`config.mk`:
```
export PLATFORM = sky130hd
export DESIGN_NAME = param_add_engine_flat
export DESIGN_NICKNAME = d
export VERILOG_FILES = /design/src/rtl/param_add_if.sv /design/src/rtl/param_add_engine.sv /design/src/flat_wrapper.sv
export SDC_FILE = /design/constraint.sdc
export NUM_CORES = 1
export LEC_CHECK = 0
export CAP_MARGIN = 20
export CORE_AREA = 10 10 79 81
export CTS_CLUSTER_SIZE = 20
export DETAILED_ROUTE_END_ITERATION = 8
export DIE_AREA = 0 0 89 91
export GPL_ROUTABILITY_DRIVEN = 0
export PLACE_DENSITY = 0.87
export SYNTH_ARGS = -nofsm -noshare
export SYNTH_HDL_FRONTEND = slang
export SYNTH_SLANG_ARGS = --single-unit
```
`constraint.sdc`:
```
create_clock -name clk -period 2.8 [get_ports clk]
set_clock_uncertainty 0.15 [all_clocks]
set_input_delay 0.56 -clock clk [delete_from_list [all_inputs] [get_ports clk]]
set_output_delay 0.56 -clock clk [all_outputs]
set_load 0.005 [all_outputs]
```
`src/rtl/param_add_if.sv`:
```
// Operand-load / start-busy-done bundle between the LA probe decode and param_add_engine.
// Handshake: start is taken only when busy=0 and done=0; done pulses one cycle with the new result.
interface param_add_if #(
  parameter int WIDTH   = 8,
  parameter int CHUNK_W = 4
);
  logic               load_en;
  logic               load_sel;
  logic [CHUNK_W-1:0] load_data;
  logic               start;
  logic               sub;
  logic               busy;
  logic               done;
  logic [WIDTH-1:0]   sum;
  logic               carry;
  logic               overflow;
  logic [1:0]         dbg_state;

  modport master (
    output load_en, load_sel, load_data, start, sub,
    input  busy, done, sum, carry, overflow, dbg_state
  );

  modport slave (
    input  load_en, load_sel, load_data, start, sub,
    output busy, done, sum, carry, overflow, dbg_state
  );
endinterface

```
`src/rtl/param_add_engine.sv`:
```
// Chunk-loaded add/subtract engine with a programmable busy period and done pulse.
// Optional: define ADD_SAT_EN for unsigned saturation of the result.
module param_add_engine #(
  parameter int WIDTH   = 8,
  parameter int CHUNK_W = 4,
  parameter int DELAY   = 1023
) (
  input  logic        clk,
  input  logic        reset_n,
  param_add_if.slave  bus
);

  localparam int CNT_W = (DELAY < 2) ? 1 : $clog2(DELAY + 1);
  localparam logic [CNT_W-1:0] CNT_LAST = CNT_W'(DELAY);

  typedef enum logic [1:0] {
    S_IDLE = 2'd0,
    S_BUSY = 2'd1,
    S_DONE = 2'd2
  } state_t;

  state_t           r_state;
  state_t           w_state_nxt;
  logic [CNT_W-1:0] r_cnt;
  logic [WIDTH-1:0] r_a, r_b;
  logic [WIDTH-1:0] w_a_shift, w_b_shift;
  logic [WIDTH-1:0] r_wa, r_wb;
  logic             r_wsub;
  logic [WIDTH-1:0] r_sum;
  logic             r_carry, r_ovf;
  logic             w_busy, w_done;
  logic             w_accept, w_last;
  logic [WIDTH-1:0] w_bop;
  logic [WIDTH:0]   w_full;
  logic             w_ovf;
  logic [WIDTH-1:0] w_sum_fin;

  generate
    if (WIDTH == CHUNK_W) begin : g_single_chunk
      assign w_a_shift = bus.load_data;
      assign w_b_shift = bus.load_data;
    end else begin : g_multi_chunk
      assign w_a_shift = {r_a[WIDTH-CHUNK_W-1:0], bus.load_data};
      assign w_b_shift = {r_b[WIDTH-CHUNK_W-1:0], bus.load_data};
    end
  endgenerate

  assign w_accept = (r_state == S_IDLE) && bus.start;
  assign w_last   = (r_state == S_BUSY) && (r_cnt == CNT_LAST);

  // Shadow operands accept loads in every state; the working copy is frozen at start.
  always_ff @(posedge clk) begin
    if (!reset_n) begin
      r_a <= '0;
      r_b <= '0;
    end else if (bus.load_en) begin
      if (bus.load_sel) r_b <= w_b_shift;
      else              r_a <= w_a_shift;
    end
  end

  always_ff @(posedge clk) begin
    if (!reset_n) begin
      r_wa   <= '0;
      r_wb   <= '0;
      r_wsub <= 1'b0;
    end else if (w_accept) begin
      r_wa   <= r_a;
      r_wb   <= r_b;
      r_wsub <= bus.sub;
    end
  end

  always_ff @(posedge clk) begin
    if (!reset_n) begin
      r_cnt <= '0;
    end else if (r_state != S_BUSY) begin
      r_cnt <= '0;
    end else if (r_cnt != CNT_LAST) begin
      r_cnt <= r_cnt + 1'b1;
    end
  end

  always_ff @(posedge clk) begin
    if (!reset_n) r_state <= S_IDLE;
    else          r_state <= w_state_nxt;
  end

  always_comb begin
    w_state_nxt = S_IDLE;
    case (r_state)
      S_IDLE:  w_state_nxt = bus.start ? S_BUSY : S_IDLE;
      S_BUSY:  w_state_nxt = (r_cnt == CNT_LAST) ? S_DONE : S_BUSY;
      S_DONE:  w_state_nxt = S_IDLE;
      default: w_state_nxt = S_IDLE;
    endcase
  end

  always_comb begin
    w_busy = 1'b0;
    w_done = 1'b0;
    case (r_state)
      S_BUSY:  w_busy = 1'b1;
      S_DONE:  w_done = 1'b1;
      default: ;
    endcase
  end

  // Subtract is A + ~B + 1, so carry=1 means no borrow.
  assign w_bop  = r_wsub ? ~r_wb : r_wb;
  assign w_full = {1'b0, r_wa} + {1'b0, w_bop} + {{WIDTH{1'b0}}, r_wsub};
  assign w_ovf  = (r_wa[WIDTH-1] == w_bop[WIDTH-1]) && (w_full[WIDTH-1] != r_wa[WIDTH-1]);

`ifdef ADD_SAT_EN
  always_comb begin
    w_sum_fin = w_full[WIDTH-1:0];
    if (!r_wsub && w_full[WIDTH])     w_sum_fin = '1;
    else if (r_wsub && !w_full[WIDTH]) w_sum_fin = '0;
  end
`else
  assign w_sum_fin = w_full[WIDTH-1:0];
`endif

  always_ff @(posedge clk) begin
    if (!reset_n) begin
      r_sum   <= '0;
      r_carry <= 1'b0;
      r_ovf   <= 1'b0;
    end else if (w_last) begin
      r_sum   <= w_sum_fin;
      r_carry <= w_full[WIDTH];
      r_ovf   <= w_ovf;
    end
  end

  assign bus.busy      = w_busy;
  assign bus.done      = w_done;
  assign bus.sum       = r_sum;
  assign bus.carry     = r_carry;
  assign bus.overflow  = r_ovf;
  assign bus.dbg_state = r_state;

endmodule

```
`src/flat_wrapper.sv`:
```
// flat-port wrapper written by rule: the top's interface ports become plain ports
module param_add_engine_flat 
#(
  parameter int WIDTH   = 8,
  parameter int CHUNK_W = 4,
  parameter int DELAY   = 1023
)
  (clk, reset_n, bus_load_en, bus_load_sel, bus_load_data, bus_start, bus_sub, bus_busy, bus_done, bus_sum, bus_carry, bus_overflow, bus_dbg_state);
  param_add_if #(.WIDTH(WIDTH), .CHUNK_W(CHUNK_W)) bus_i ();
  input  logic clk;
  input  logic reset_n;
  input wire logic [$bits(bus_i.load_en)-1:0] bus_load_en;
  input wire logic [$bits(bus_i.load_sel)-1:0] bus_load_sel;
  input wire logic [$bits(bus_i.load_data)-1:0] bus_load_data;
  input wire logic [$bits(bus_i.start)-1:0] bus_start;
  input wire logic [$bits(bus_i.sub)-1:0] bus_sub;
  output wire logic [$bits(bus_i.busy)-1:0] bus_busy;
  output wire logic [$bits(bus_i.done)-1:0] bus_done;
  output wire logic [$bits(bus_i.sum)-1:0] bus_sum;
  output wire logic [$bits(bus_i.carry)-1:0] bus_carry;
  output wire logic [$bits(bus_i.overflow)-1:0] bus_overflow;
  output wire logic [$bits(bus_i.dbg_state)-1:0] bus_dbg_state;
  assign bus_i.load_en = bus_load_en;
  assign bus_i.load_sel = bus_load_sel;
  assign bus_i.load_data = bus_load_data;
  assign bus_i.start = bus_start;
  assign bus_i.sub = bus_sub;
  assign bus_busy = bus_i.busy;
  assign bus_done = bus_i.done;
  assign bus_sum = bus_i.sum;
  assign bus_carry = bus_i.carry;
  assign bus_overflow = bus_i.overflow;
  assign bus_dbg_state = bus_i.dbg_state;
  param_add_engine #(.WIDTH(WIDTH), .CHUNK_W(CHUNK_W), .DELAY(DELAY)) u_core (.clk(clk), .reset_n(reset_n), .bus(bus_i));
endmodule
```
Yosys cells after proc, flatten, opt, wreduce, memory -nomap -nowiden
Index checks and enable logic that the tools add are counted.
Storage, ports and cells
  bits in registers: 55
  bits of input ports: 10
  output and inout port bits: 14
  word-level logic and storage cells: 36
Operators by class
  add/subtract/negate cells: 3
  equal/unequal tests: 7
  mux-type cells: 6
  bitwise logic cells: 3
  reductions and logical operators: 7
Operators with widths (number)
  10-bit by 1-bit adder with 10-bit output, second input constant: 1
  10-bit equality test, second input constant: 1
  10-bit != test, second input constant: 1
  8-bit by 8-bit adder with 9-bit output: 1
  9-bit by 1-bit adder with 9-bit output: 1
  8-bit two-way mux: 1
  8-bit inverter: 1
  2-bit one-hot mux with 2 select lines: 1
  2-bit AND reduction: 2
  1-bit logical AND: 3
  1-bit two-way mux: 3
  2-bit by 1-bit equality test with 1-bit output, second input constant: 1
  2-bit equality test, second input constant: 1
  2-bit logical NOT: 1
  2-bit two-way mux: 1
  2-bit by 1-bit != test with 1-bit output, second input constant: 1
  1-bit inverter: 2
  2-bit OR reduction: 1
  1-bit equality test: 1
  1-bit != test: 1

Depth between registers and ports, before layout
  depth after elaboration: 6
  gate-level depth with buffers: 9

Least setup slack after synthesis
Ideal clock, no wire load.
  path type: register to register
  start point: reg u_core.r_wsub
  end point: reg u_core.r_sum[6] (netlist: u_core.bus.sum[6])
  setup time: 60 ps
  arrival time: 2002 ps
  path slack: 588 ps
  stages on the path, launching flop included: 10
  buffers on the path: 1
  cell sequence: dfxtp_1 buf_6 xor2_1 inv_1 fa_1 nor2b_1 o31a_1 o21ai_1 a2111oi_0 a311o_1
On the way
  word-level cells in the longest chain between the ends: 3
Ends and longest elaborated chain
  start: declaration: line param_add_engine.sv:28  | logic r_wsub;
  start signal: assignment: line param_add_engine.sv:70  | r_wsub <= bus.sub;
  8-bit two-way mux: line param_add_engine.sv:110  | assign w_bop = r_wsub ? ~r_wb : r_wb;
  8-bit by 8-bit adder with 9-bit output: line param_add_engine.sv:111  | assign w_full = {1'b0, r_wa} + {1'b0, w_bop} + {{WIDTH{1'b0}}, r_wsub};
  9-bit by 1-bit adder with 9-bit output (*): line param_add_engine.sv:111
  end signal: assignment: line param_add_engine.sv:130  | r_sum <= w_sum_fin;
  end: declaration: line param_add_engine.sv:29  | logic [WIDTH-1:0] r_sum;
Every way passes the cells marked *; elsewhere a longest branch is shown, timed or not.
A chain may end at the register's enable or synchronous reset.

Worst setup path after layout
Ends and elaborated chain as after synthesis.

==> results.cfg <==
[floorplanning]
rows = 25
floorplan.initialDensity = 0.534
core-area_um2 = 4660
die_width_um = 89
die_area_um2 = 8100
die-height_um = 91
design.portCount = 24

[yosys]
synth.net_count = 319
synth.yosys.warnings = 0
avgSynthCellArea_um2 = 8.30
yosys_most_used_dff = sky130_fd_sc_hd__dfxtp_1
ys_async_sr_fraction = 0
yosys.area.top_type = sky130_fd_sc_hd__dfxtp_1
yosys-top-cells-count = 72 x sky130_fd_sc_hd__nand2_1, 55 x sky130_fd_sc_hd__dfxtp_1, 43 x sky130_fd_sc_hd__a21oi_1, 17 x sky130_fd_sc_hd__nor2_1, 15 x sky130_fd_sc_hd__nand3_1
netlist.area_leader.share = 0.442
synth.distinct_cells = 45
yosys_register_bits = 55
ys_top_cells_by_area = sky130_fd_sc_hd__dfxtp_1 44%, sky130_fd_sc_hd__nand2_1 11%, sky130_fd_sc_hd__a21oi_1 8.6%
postSynthCellCount = 300
synth.most_common_cell = sky130_fd_sc_hd__nand2_1
netlist_area_um2 = 2490
synth-edff-count = 0
synth_seq_area_share = 0.442

[routing]
wire_per_inst_um = 13.8
ant_nets = 0
drt_iter0_drc = 90
dr_total_vias = 2048
drt_pass1_iterations = 4
drc = 0
drt_wl_total_mm = 5.11
detail_route.vias_per_cell = 5.54

[finish]
share_of_post_route_cells_with_drive_strength_above_1 = 0.0633
postLayoutCoreUtil = 0.607
fin_nets = 334
antenna_cells = 0
synthToLayoutAreaGrowth_pct = 13.7
layout.filler_cells = 426

[clocking]
clk_root_buffer_cell = sky130_fd_sc_hd__clkbuf_8
clock-sinks = 55
numCtsBuffers = 5
clock_latency_ns = 0.31
postCtsSetupBuffers = 0
cts_tree = built
cts_hold_repair.buffers = 0
worst_setup_hold_path_clk_slew_ns = 0.10
clk_path_buf_depth = 2
h-tree-depth = 2
postCtsResizedCells = 0

[timing]
hold_slack_ns = 0.302
timing.fmax_mhz = 394
setup_viol = 0
totalNegativeSetupSlack_ns = 0
final.period_utilization = 0.907
timing_hold_violations_final = 0
slew-limit-headroom = 0.623
final.min_clock_period_ns = 2.54
worst-slew-pin-transition_ns = 0.565
grt_setup_unrepaired = no
finalMaxSlewViolations = 0

[global_routing]
first_global_vias = 1974
global_route.usage.met3 = 0.0322
globalRouteMet1Util = 0.154
wire_length_of_the_first_global_routing_pass_mm = 8.70
grt_antenna_before_repair = 0
pin_count_of_the_biggest_net_entering_global_routing = 42
remaining_global_route_overflow = 0
met2_usage = 0.218
globalRoute.busiestLayer = met2
grtUsageTotal = 0.130

[power_and_ir_drop]
pwr_density_cell_nw_per_um2 = 517
sequentialPowerShare = 0.552
cellLeakagePower_nw = 0.994
cellInternalPower_mw = 1.13
netSwitchingFraction = 0.228
power_frac_clock = 0.371
share_comb_of_total_power = 0.076
totalPowerFinal_mw = 1.46
irDropWorstVdd_mv = 0.418
switching_power_mw = 0.334

[status]
outcome = complete, no violations

[setup_path]
cp_top_family = compound AO/OA/AOI/OAI gates
timing.critical_path.cells = xor2_1 > inv_1 > fa_1 > nor2b_1 > o31a_1 > o21ai_1 > a2111oi_0 > a311o_1
critPathCaptureType = flop
cp_max_fo = 9
critical_path_class = reg -> reg
critical_path.startpoint_type = flop
critical_path.slowest_cell = sky130_fd_sc_hd__dfxtp_1
critical_path_arrival_ns = 2.65
critical_path_buf_inv_count = 1
critPathMaxStageDelay_ns = 0.57
timing.critical_path.required_ns = 2.91

[place]
hpwl_mm = 3.64
input_output_buffers = 23

[hold_path]
min_path_type = reg -> reg

[job]
cap_viol_max_count = 0
-- area by class of cell --
class	count	area (um^2)	share of cell area
Inverter	5	18.8	0.00663
Sequential cell	55	1100	0.389
Timing Repair Buffer	25	245	0.0867
Multi-Input combinational cell	223	1280	0.452
Tap cell	54	67.6	0.0239
Clock buffer	6	82.6	0.0292
Clock inverter	2	35.0	0.0124
-- placed cells by master (no fill, tap or decap), drive strengths merged, types with 2 or more instances in the layout --
cell type,count
clkbuf,6
and2,2
inv,5
and4,2
nand2b,2
a211oi,4
a21o,2
nand2,72
nor4,2
dfxtp,55
buf,2
nor2,18
nand4,4
mux2i,2
nor3,4
nor2b,5
clkdlybuf4s50,23
ha,8
o21ai,6
nand3,16
xor2,11
xnor2,4
a31oi,2
a21oi,43
-- flip-flops by register name (all words and copies together) (netlist names), 2 cells and up --
name / cells
u_core.r_cnt: 10
u_core.r_wa: 8
u_core.r_a: 8
u_core.bus.dbg_state: 2
u_core.r_b: 8
u_core.r_wb: 8
u_core.bus.sum: 8
-- worst paths after layout --
check                                        from           endpoint  slack [ns]  cells past startpoint
worst max register to register      u_core.r_wsub  u_core.bus.sum[6]        0.26                      8
worst min-delay path            u_core.bus.sum[3]  u_core.bus.sum[3]        0.30                      2
worst max-delay path                u_core.r_wsub  u_core.bus.sum[6]        0.26                      8
worst min register to register  u_core.bus.sum[3]  u_core.bus.sum[3]        0.30                      2
-- kinds of logic (layout without fill, tap and decap cells) --
kind of cell / Yosys count / in the layout / synth area share
and+or+nand+nor: 131 / 131 / 0.245
adders and majority gates: 9 / 9 / 0.0483
AOI/OAI and AO/OA: 66 / 66 / 0.159
buffers and inverters: 22 / 38 / 0.0437
muxes: 2 / 2 / 0.00804
xor gates and xnor gates: 15 / 15 / 0.0528
DFF: 55 / 55 / 0.442
-- power groups by stage --
stage               combinational (mW)  clock [mW]  sequential [mW]
floorplan                       0.0815           0            0.821
global placement                 0.108           0            0.826
detailed placement               0.111           0            0.827
CTS                              0.112       0.553            0.808
global route                     0.127       0.576            0.811
finish                           0.112       0.543            0.808
-- stage by stage --
| step | worst slack (ns) | cell area, um^2 | std cells |
|---|---|---|---|
| floorplan | 0.588 | 2490 | 300 |
| global placement | 0.393 | 2710 | 362 |
| detailed placement | 0.275 | 2710 | 362 |
| CTS | 0.238 | 2830 | 370 |
| global route | 0.0529 | 2830 | 370 |
| finish | 0.261 | 2830 | 370 |
-- per-layer routing --
metal	part of all wire	wire length [um]
met1	0.45	2290
met5	0	0
met4	0.019	98
met3	0.049	252
met2	0.48	2470
-- worst reg2reg max path, cell delays in order, from the launching register on --
cell and delay [ns]:
sky130_fd_sc_hd__dfxtp_1 0.57, sky130_fd_sc_hd__xor2_1 0.23, sky130_fd_sc_hd__inv_1 0.08, sky130_fd_sc_hd__fa_1 0.40
sky130_fd_sc_hd__nor2b_1 0.20, sky130_fd_sc_hd__o31a_1 0.18, sky130_fd_sc_hd__o21ai_1 0.10, sky130_fd_sc_hd__a2111oi_0 0.41
sky130_fd_sc_hd__a311o_1 0.16
No activity file was read; power rests on OpenSTA's default activity.
